[src/rtl/sparse_mem_loader.sv]
// rtl/sparse_mem_loader.sv - packs a stream of sparse bit positions into pairs and writes them to the sparse operand memory
//
// Purpose:
//   Writer side of the sparse operand memory read by the polynomial-multiply
//   controller. Positions arrive on a valid/ready handshake and are packed two
//   per word: first position in [31:16], second in [15:0]. Words go to
//   consecutive addresses from 0. Out-of-range positions and memory overflow
//   raise a sticky error; load_done pulses when the load completes.
//
// Optional feature (compile-time macro SPARSE_ORDER_SWAP_EN):
//   When defined, each written word holds the smaller position in [31:16] so
//   the multiply controller's low-minus-high difference is non-negative.
//   Pairs padded with PAD_POS are never swapped. When undefined, halves are
//   written in arrival order.
//
// Ports:
//   clk                    in   clock
//   rst                    in   synchronous active-high reset
//   start                  in   begin a load (sampled in IDLE only)
//   pos_valid              in   position valid
//   pos_data[15:0]         in   sparse bit position
//   pos_last               in   final position of the stream
//   pos_ready              out  loader accepts a position this cycle
//   sparse_mem_write_en    out  one-cycle write strobe
//   sparse_mem_addr_o[9:0] out  write address
//   sparse_mem_write_data  out  packed pair
//   word_count[9:0]        out  words written in current/most recent load
//   load_done              out  one-cycle completion pulse
//   error                  out  sticky error, cleared by start or rst
//   busy                   out  high from start until load_done

module sparse_mem_loader #(
  parameter int          WORD_WIDTH      = 32,
  parameter int          MEM_SPARSE_SIZE = 50,
  parameter int          POLY_BITS       = 17669,
  parameter logic [15:0] PAD_POS         = 16'hFFFF
) (
  input  logic                  clk,
  input  logic                  rst,
  input  logic                  start,
  input  logic                  pos_valid,
  input  logic [15:0]           pos_data,
  input  logic                  pos_last,
  output logic                  pos_ready,
  output logic                  sparse_mem_write_en,
  output logic [9:0]            sparse_mem_addr_o,
  output logic [WORD_WIDTH-1:0] sparse_mem_write_data,
  output logic [9:0]            word_count,
  output logic                  load_done,
  output logic                  error,
  output logic                  busy
);

  typedef enum logic [2:0] {
    S_IDLE    = 3'd0,
    S_WAIT_HI = 3'd1,
    S_WAIT_LO = 3'd2,
    S_WRITE   = 3'd3,
    S_DONE    = 3'd4
  } state_t;

  localparam logic [16:0] LP_POLY_LIMIT = 17'(POLY_BITS);
  localparam logic [9:0]  LP_LAST_ADDR  = 10'(MEM_SPARSE_SIZE - 1);

  state_t                  r_state;
  logic [15:0]             r_hi;
  logic [9:0]              r_addr;
  logic                    r_last;
  logic                    r_pos_ready;
  logic                    r_write_en;
  logic [9:0]              r_wr_addr;
  logic [WORD_WIDTH-1:0]   r_wr_data;
  logic [9:0]              r_word_count;
  logic                    r_load_done;
  logic                    r_error;
  logic                    r_busy;

  logic                    w_accept;
  logic                    w_illegal;
  logic [15:0]             w_pair_hi;
  logic [15:0]             w_pair_lo;
  logic [WORD_WIDTH-1:0]   w_pair_data;

  assign w_accept  = pos_valid && r_pos_ready;
  assign w_illegal = ({1'b0, pos_data} >= LP_POLY_LIMIT);

  // The word is formed in the accepting cycle and registered into the write
  // port, so the strobe and data appear together in the WRITE cycle. A high
  // half accepted in WAIT_HI with pos_last comes straight from pos_data; an
  // illegal or missing low half is replaced by PAD_POS.
  always_comb begin
    w_pair_hi = (r_state == S_WAIT_HI) ? pos_data : r_hi;
    w_pair_lo = ((r_state == S_WAIT_HI) || w_illegal) ? PAD_POS : pos_data;
  end

`ifdef SPARSE_ORDER_SWAP_EN
  logic w_pair_pad;

  assign w_pair_pad = (r_state == S_WAIT_HI) || w_illegal;

  always_comb begin
    if (!w_pair_pad && (w_pair_hi > w_pair_lo)) begin
      w_pair_data = {w_pair_lo, w_pair_hi};
    end else begin
      w_pair_data = {w_pair_hi, w_pair_lo};
    end
  end
`else
  assign w_pair_data = {w_pair_hi, w_pair_lo};
`endif

  always_ff @(posedge clk) begin
    if (rst) begin
      r_state      <= S_IDLE;
      r_hi         <= '0;
      r_addr       <= '0;
      r_last       <= 1'b0;
      r_pos_ready  <= 1'b0;
      r_write_en   <= 1'b0;
      r_wr_addr    <= '0;
      r_wr_data    <= '0;
      r_word_count <= '0;
      r_load_done  <= 1'b0;
      r_error      <= 1'b0;
      r_busy       <= 1'b0;
    end else begin
      // Strobes are single-cycle unless re-asserted below.
      r_write_en  <= 1'b0;
      r_load_done <= 1'b0;

      case (r_state)
        S_IDLE: begin
          if (start) begin
            r_state      <= S_WAIT_HI;
            r_busy       <= 1'b1;
            r_error      <= 1'b0;
            r_addr       <= '0;
            r_word_count <= '0;
            r_pos_ready  <= 1'b1;
          end
        end

        S_WAIT_HI: begin
          if (w_accept) begin
            if (w_illegal) begin
              r_error <= 1'b1;
              if (pos_last) begin
                // Nothing held, so the stream ends without a write.
                r_state     <= S_DONE;
                r_pos_ready <= 1'b0;
                r_load_done <= 1'b1;
              end
            end else begin
              r_hi <= pos_data;
              if (pos_last) begin
                r_state     <= S_WRITE;
                r_pos_ready <= 1'b0;
                r_last      <= 1'b1;
                r_write_en  <= 1'b1;
                r_wr_addr   <= r_addr;
                r_wr_data   <= w_pair_data;
              end else begin
                r_state <= S_WAIT_LO;
              end
            end
          end
        end

        S_WAIT_LO: begin
          if (w_accept) begin
            if (w_illegal) begin
              r_error <= 1'b1;
            end
            // A legal low half always completes the pair; an illegal one only
            // completes it (padded) when it also ends the stream.
            if (!w_illegal || pos_last) begin
              r_state     <= S_WRITE;
              r_pos_ready <= 1'b0;
              r_last      <= pos_last;
              r_write_en  <= 1'b1;
              r_wr_addr   <= r_addr;
              r_wr_data   <= w_pair_data;
            end
          end
        end

        S_WRITE: begin
          r_addr       <= r_addr + 10'd1;
          r_word_count <= r_word_count + 10'd1;
          if (r_last) begin
            r_state     <= S_DONE;
            r_load_done <= 1'b1;
          end else if (r_addr == LP_LAST_ADDR) begin
            // Memory full: stop here and leave the remaining stream undrained.
            r_state     <= S_DONE;
            r_error     <= 1'b1;
            r_load_done <= 1'b1;
          end else begin
            r_state     <= S_WAIT_HI;
            r_pos_ready <= 1'b1;
          end
        end

        S_DONE: begin
          r_busy  <= 1'b0;
          r_last  <= 1'b0;
          r_state <= S_IDLE;
        end

        default: begin
          r_state     <= S_IDLE;
          r_pos_ready <= 1'b0;
          r_busy      <= 1'b0;
        end
      endcase
    end
  end

  assign pos_ready             = r_pos_ready;
  assign sparse_mem_write_en   = r_write_en;
  assign sparse_mem_addr_o     = r_wr_addr;
  assign sparse_mem_write_data = r_wr_data;
  assign word_count            = r_word_count;
  assign load_done             = r_load_done;
  assign error                 = r_error;
  assign busy                  = r_busy;

endmodule
[config.mk]
export PLATFORM = sky130hd
export DESIGN_NAME = sparse_mem_loader
export DESIGN_NICKNAME = d
export VERILOG_FILES = /design/src/rtl/sparse_mem_loader.sv
export SDC_FILE = /design/constraint.sdc
export NUM_CORES = 1
export LEC_CHECK = 0
export BUFFER_PORTS_ARGS = -buffer_cell sky130_fd_sc_hd__clkbuf_2
export CAP_MARGIN = 10
export CORE_ASPECT_RATIO = 0.5
export CORE_MARGIN = 3
export CORE_UTILIZATION = 55
export DETAILED_ROUTE_END_ITERATION = 10
export PLACE_DENSITY = 0.79
export SYNTH_ARGS = -nofsm -noshare
export SYNTH_HDL_FRONTEND = slang
export SYNTH_SLANG_ARGS = --single-unit
[constraint.sdc]
create_clock -name clk -period 3.7 [get_ports clk]
set_input_delay 0.555 -clock clk [delete_from_list [all_inputs] [get_ports clk]]
set_output_delay 0.555 -clock clk [all_outputs]
set_load 0.02 [all_outputs]
==> results.env <==
OUTCOME='finished clean'
CP_CLASS='reg2reg'
GRT_OVERFLOW_TOTAL=0
SLEW_VIOLATIONS=0
MOSTFREQUENTLAYOUTCELLS='sky130_fd_sc_hd__nand2_1, sky130_fd_sc_hd__dfxtp_1, sky130_fd_sc_hd__clkbuf_2'
TIMING.REG2REG.SETUP_SLACK_NS=1.26
CTS.HTREE.LEVELS=3
POSTSYNTHAREAPERCELL_SQ_UM=8.49
LEAKAGE_nW=1.69
SHARE_CLK_OF_TOTAL_POWER_PCT=39.3
SYNTH_CELL_TYPES=52
MINIMUM_CLOCK_PERIOD_AFTER_LAYOUT_NS=2.44
GRT_SETUP_UNREPAIRED='false'
SYNTH-SEQ-AREA-SHARE_PCT=46.0
DR.PASS1.ITERS=5
SEQUENTIALPOWERSHARE_PCT=47.4
PER_CELL_ROUTED_WIRE_LENGTH_MICRONS=15.0
DETAIL_ROUTE.ITER0.VIOLATIONS=330
POWER.COMBINATIONAL.FRACTION_PCT=13.3
WORSTPATHCELLLIST='nor2b_4 -> and2b_1 -> nand3_2 -> a211oi_4 -> buf_4 -> o21ai_1 -> a21oi_1'
GR-USAGE-ALL-LAYERS_PCT=23.4
MAXIMUM_NUMBER_OF_PINS_ON_ONE_NET_BEFORE_GLOBAL_ROUTE_REPAIR=42
LAYOUT-DRIVE-GT1-SHARE_PCT=23.4
SYNTHESIS.INSTANCES=446
MAX_SLEW.WORST_PIN.SLEW_NS=0.841
FP.COREAREA_SQ_UM=6360
CP_DATA_REQUIRED_TIME_NS=3.95
CRIT_PATH_START='r_state[0]'
DESIGN.PORTCOUNT=78
SYNTH_FLOP_CELL='sky130_fd_sc_hd__dfxtp_1'
CTS_TREE='yes'
ACHIEVABLE-FREQUENCY_GHz=0.410
SLOWEST_CELL_ON_THE_CRITICAL_PATH='sky130_fd_sc_hd__a211oi_4'
YOSYS_REGISTER_BITS=87
CTS_MADE_BUFFERS=9
DIODES=0
BUFFER_PORTS.INSERTED=77
TIMING.CRITICAL_PATH.SLOWEST_CELL_DELAY_NS=0.76
HP-CLASS='reg2reg'
FINAL_HOLD_VIOLATION_COUNT=0
AREA_GROWTH_PCT=16.9
CP.ARRIVAL_NS=2.69
CLK_PIN_SLEW_WORST_PATHS_NS=0.06
ANTENNA_FOUND_INITIAL=0
SETUP_VIOLATIONS=0
CLOCK-ROOT-BUFFER='sky130_fd_sc_hd__clkbuf_16'
POST-ROUTE-PERIOD-UTIL_PCT=65.9
POST_SYNTH_INSTANCE_AREA_SQ_UM=3790
CRIT_FANOUT=18
FILLER_CELL_COUNT=561
DR_TOTAL_VIAS=3498
POST_CTS_RESIZE_COUNT=0
REG2REGPATHDEPTH=7
POWER.DENSITY_nW_PER_UM2=469
POSTSYNTHNETCOUNT=470
FINAL_ANTENNA_NET_COUNT=0
SYNTH_ENABLE_FLOP_CELLS=0
TIMING.SLEW.HEADROOM_PCT=43.7
MAX_CAP_VIOLATIONS=0
END_KIND='register'
PLACE_CONGESTION=0.827
WORSTHOLDPATHCELLS=2
FINALNETCOUNT=531
ROUTE.FINAL.WIRE_LENGTH_MM=8.98
WORSTSETUPENDPOINT='sparse_mem_addr_o[5]'
SWITCHING_SHARE_PCT=27.8
ROUTE.DETAILED.DRC=0
DIE_X_MICRONS=123
HOLDBUFCOUNTCTS=0
DIEHEIGHT_MICRONS=64.7
PLACED_CELLS_INCL_TAPS=584
CTS-ROOT-TO-SINK-BUFFERS=2
ASYNC_S_R_FF_SHARE_SYNTH_PCT=0
SKEW_NS=0.00878
GRT_PASS1_VIAS=3140
DESIGN.DIE.AREA_SQ_UM=7980
FINAL_CELL_COUNT_NO_FILL=600
SYNTH_WARNINGS=0
CTS_NUM_SINKS=87
CLOCK_LATENCY_NS=0.34
CTS_SETUP_BUFFERS=0
GRT_FIRST_PASS_WIRELENGTH_MM=14.8
TIMING.RR.END='sparse_mem_addr_o[5]'
HPWL_MM=5.98
START_UTIL_PCT=59.6
RR_STARTPOINT='r_state[0]'
CRITPATHLAUNCHTYPE='register'
STD_CELL_ROWS=20
PEAKVDDDROP_V=0.000260
TOTAL_SWITCHING_POWER_mW=0.576
DETAILED_ROUTE_VIAS_PER_INSTANCE=5.83
CELLINTERNALPOWER_mW=1.50
TOTALNEGATIVESETUPSLACK_NS=0
## worst max-delay path, delay by kind of cell (launching register included)
kind | cells | cell delay, ns
buffers and inverters | 1 | 0.32
AOI/OAI and AO/OA | 3 | 0.99
DFF | 1 | 0.50
and+or+nand+nor | 3 | 0.54
## power by group through the flow
stage | registers, mW | clock network (mW) | logic, mW
after CTS | 0.983 | 0.832 | 0.276
after detailed placement | 1.00 | 0 | 0.275
final | 0.983 | 0.814 | 0.277
after floorplan | 1.00 | 0 | 0.205
after global routing | 0.988 | 0.872 | 0.308
after global placement | 1.00 | 0 | 0.273
## metrics by stage
stage / util (%) / total power, mW / setup WS, ns / area [sq um] / hold slack, ns
after global routing: 69.6 / 2.17 / 1.05 / 4430 / 0.469
after floorplan: - / 1.21 / 1.50 / 3790 / 0.437
after CTS: 69.6 / 2.09 / 1.28 / 4430 / 0.455
after detailed placement: 65.5 / 1.28 / 1.05 / 4160 / 0.447
after global placement: 65.5 / 1.28 / 1.08 / 4160 / 0.442
final: 69.6 / 2.07 / 1.26 / 4430 / 0.456
## worst min-delay path by stage
stage | start | end
after global placement | r_hi[13] | r_hi[13]
after CTS | r_hi[0] | r_hi[0]
after detailed placement | r_hi[13] | r_hi[13]
final | r_hi[6] | r_hi[6]
after floorplan | r_hi[0] | r_hi[0]
after global routing | r_hi[2] | r_hi[2]
## state kept, by name (all words and copies together), names as in the netlist, 3 cells and up
name	count
r_hi	16
word_count	10
sparse_mem_addr_o	10
r_addr	10
sparse_mem_write_data	32
r_state	3
## final cells by class
type	count	area, sq um	area share (%)
sequential	87	1740	39.3
clock inverter	5	33.8	0.763
clock buffer	11	233	5.26
multi-input combinational	322	1860	42.1
tap	88	110	2.49
timing repair buffer	83	430	9.72
inverter	4	15.0	0.339
## cell usage after synthesis, drive strengths merged, types with 2 or more instances
cell | instances | share of area, %
nand2 | 87 | 8.6
and3 | 8 | 1.3
mux2 | 5 | 1.5
a211oi | 3 | 0.93
and2 | 3 | 0.50
ha | 3 | 0.99
nor3b | 3 | 0.59
or4 | 2 | 0.40
nand2b | 3 | 0.50
nor2 | 36 | 3.8
dfxtp | 87 | 46
a22oi | 2 | 0.40
a31oi | 2 | 0.33
clkbuf | 20 | 2.0
or3 | 3 | 0.76
or2 | 3 | 0.50
nor4 | 2 | 0.33
o211a | 3 | 0.79
nor3 | 20 | 2.8
buf | 13 | 2.5
o21ai | 21 | 3.1
a311oi | 20 | 4.6
nand3 | 22 | 3.0
nand4 | 2 | 0.33
inv | 3 | 0.30
a21oi | 41 | 5.4
o221a | 15 | 4.5
## cell families (layout without fill, tap and decap cells)
kind of cell / Yosys count / count (layout) / synth area share, %
multiplexers: 5 / 5 / 1.49
XOR/XNOR: 1 / 1 / 0.231
buffers and inverters: 37 / 103 / 4.86
adder cells (fa/ha/maj): 3 / 3 / 0.992
AO/OA/AOI/OAI: 114 / 114 / 21.7
AND/OR/NAND/NOR: 199 / 199 / 24.7
flip-flops: 87 / 87 / 46.0
## layer usage
layer  vias up  GRT usage, %  part of all wire, %
li1       1740             -                    -
met1      1647          30.9                   47
met2       105          37.3                   45
met3         6          7.50                  6.8
met4         0          6.21                 0.57
met5         -             0                    0
Note: power is estimated with default switching activity, not from simulation.
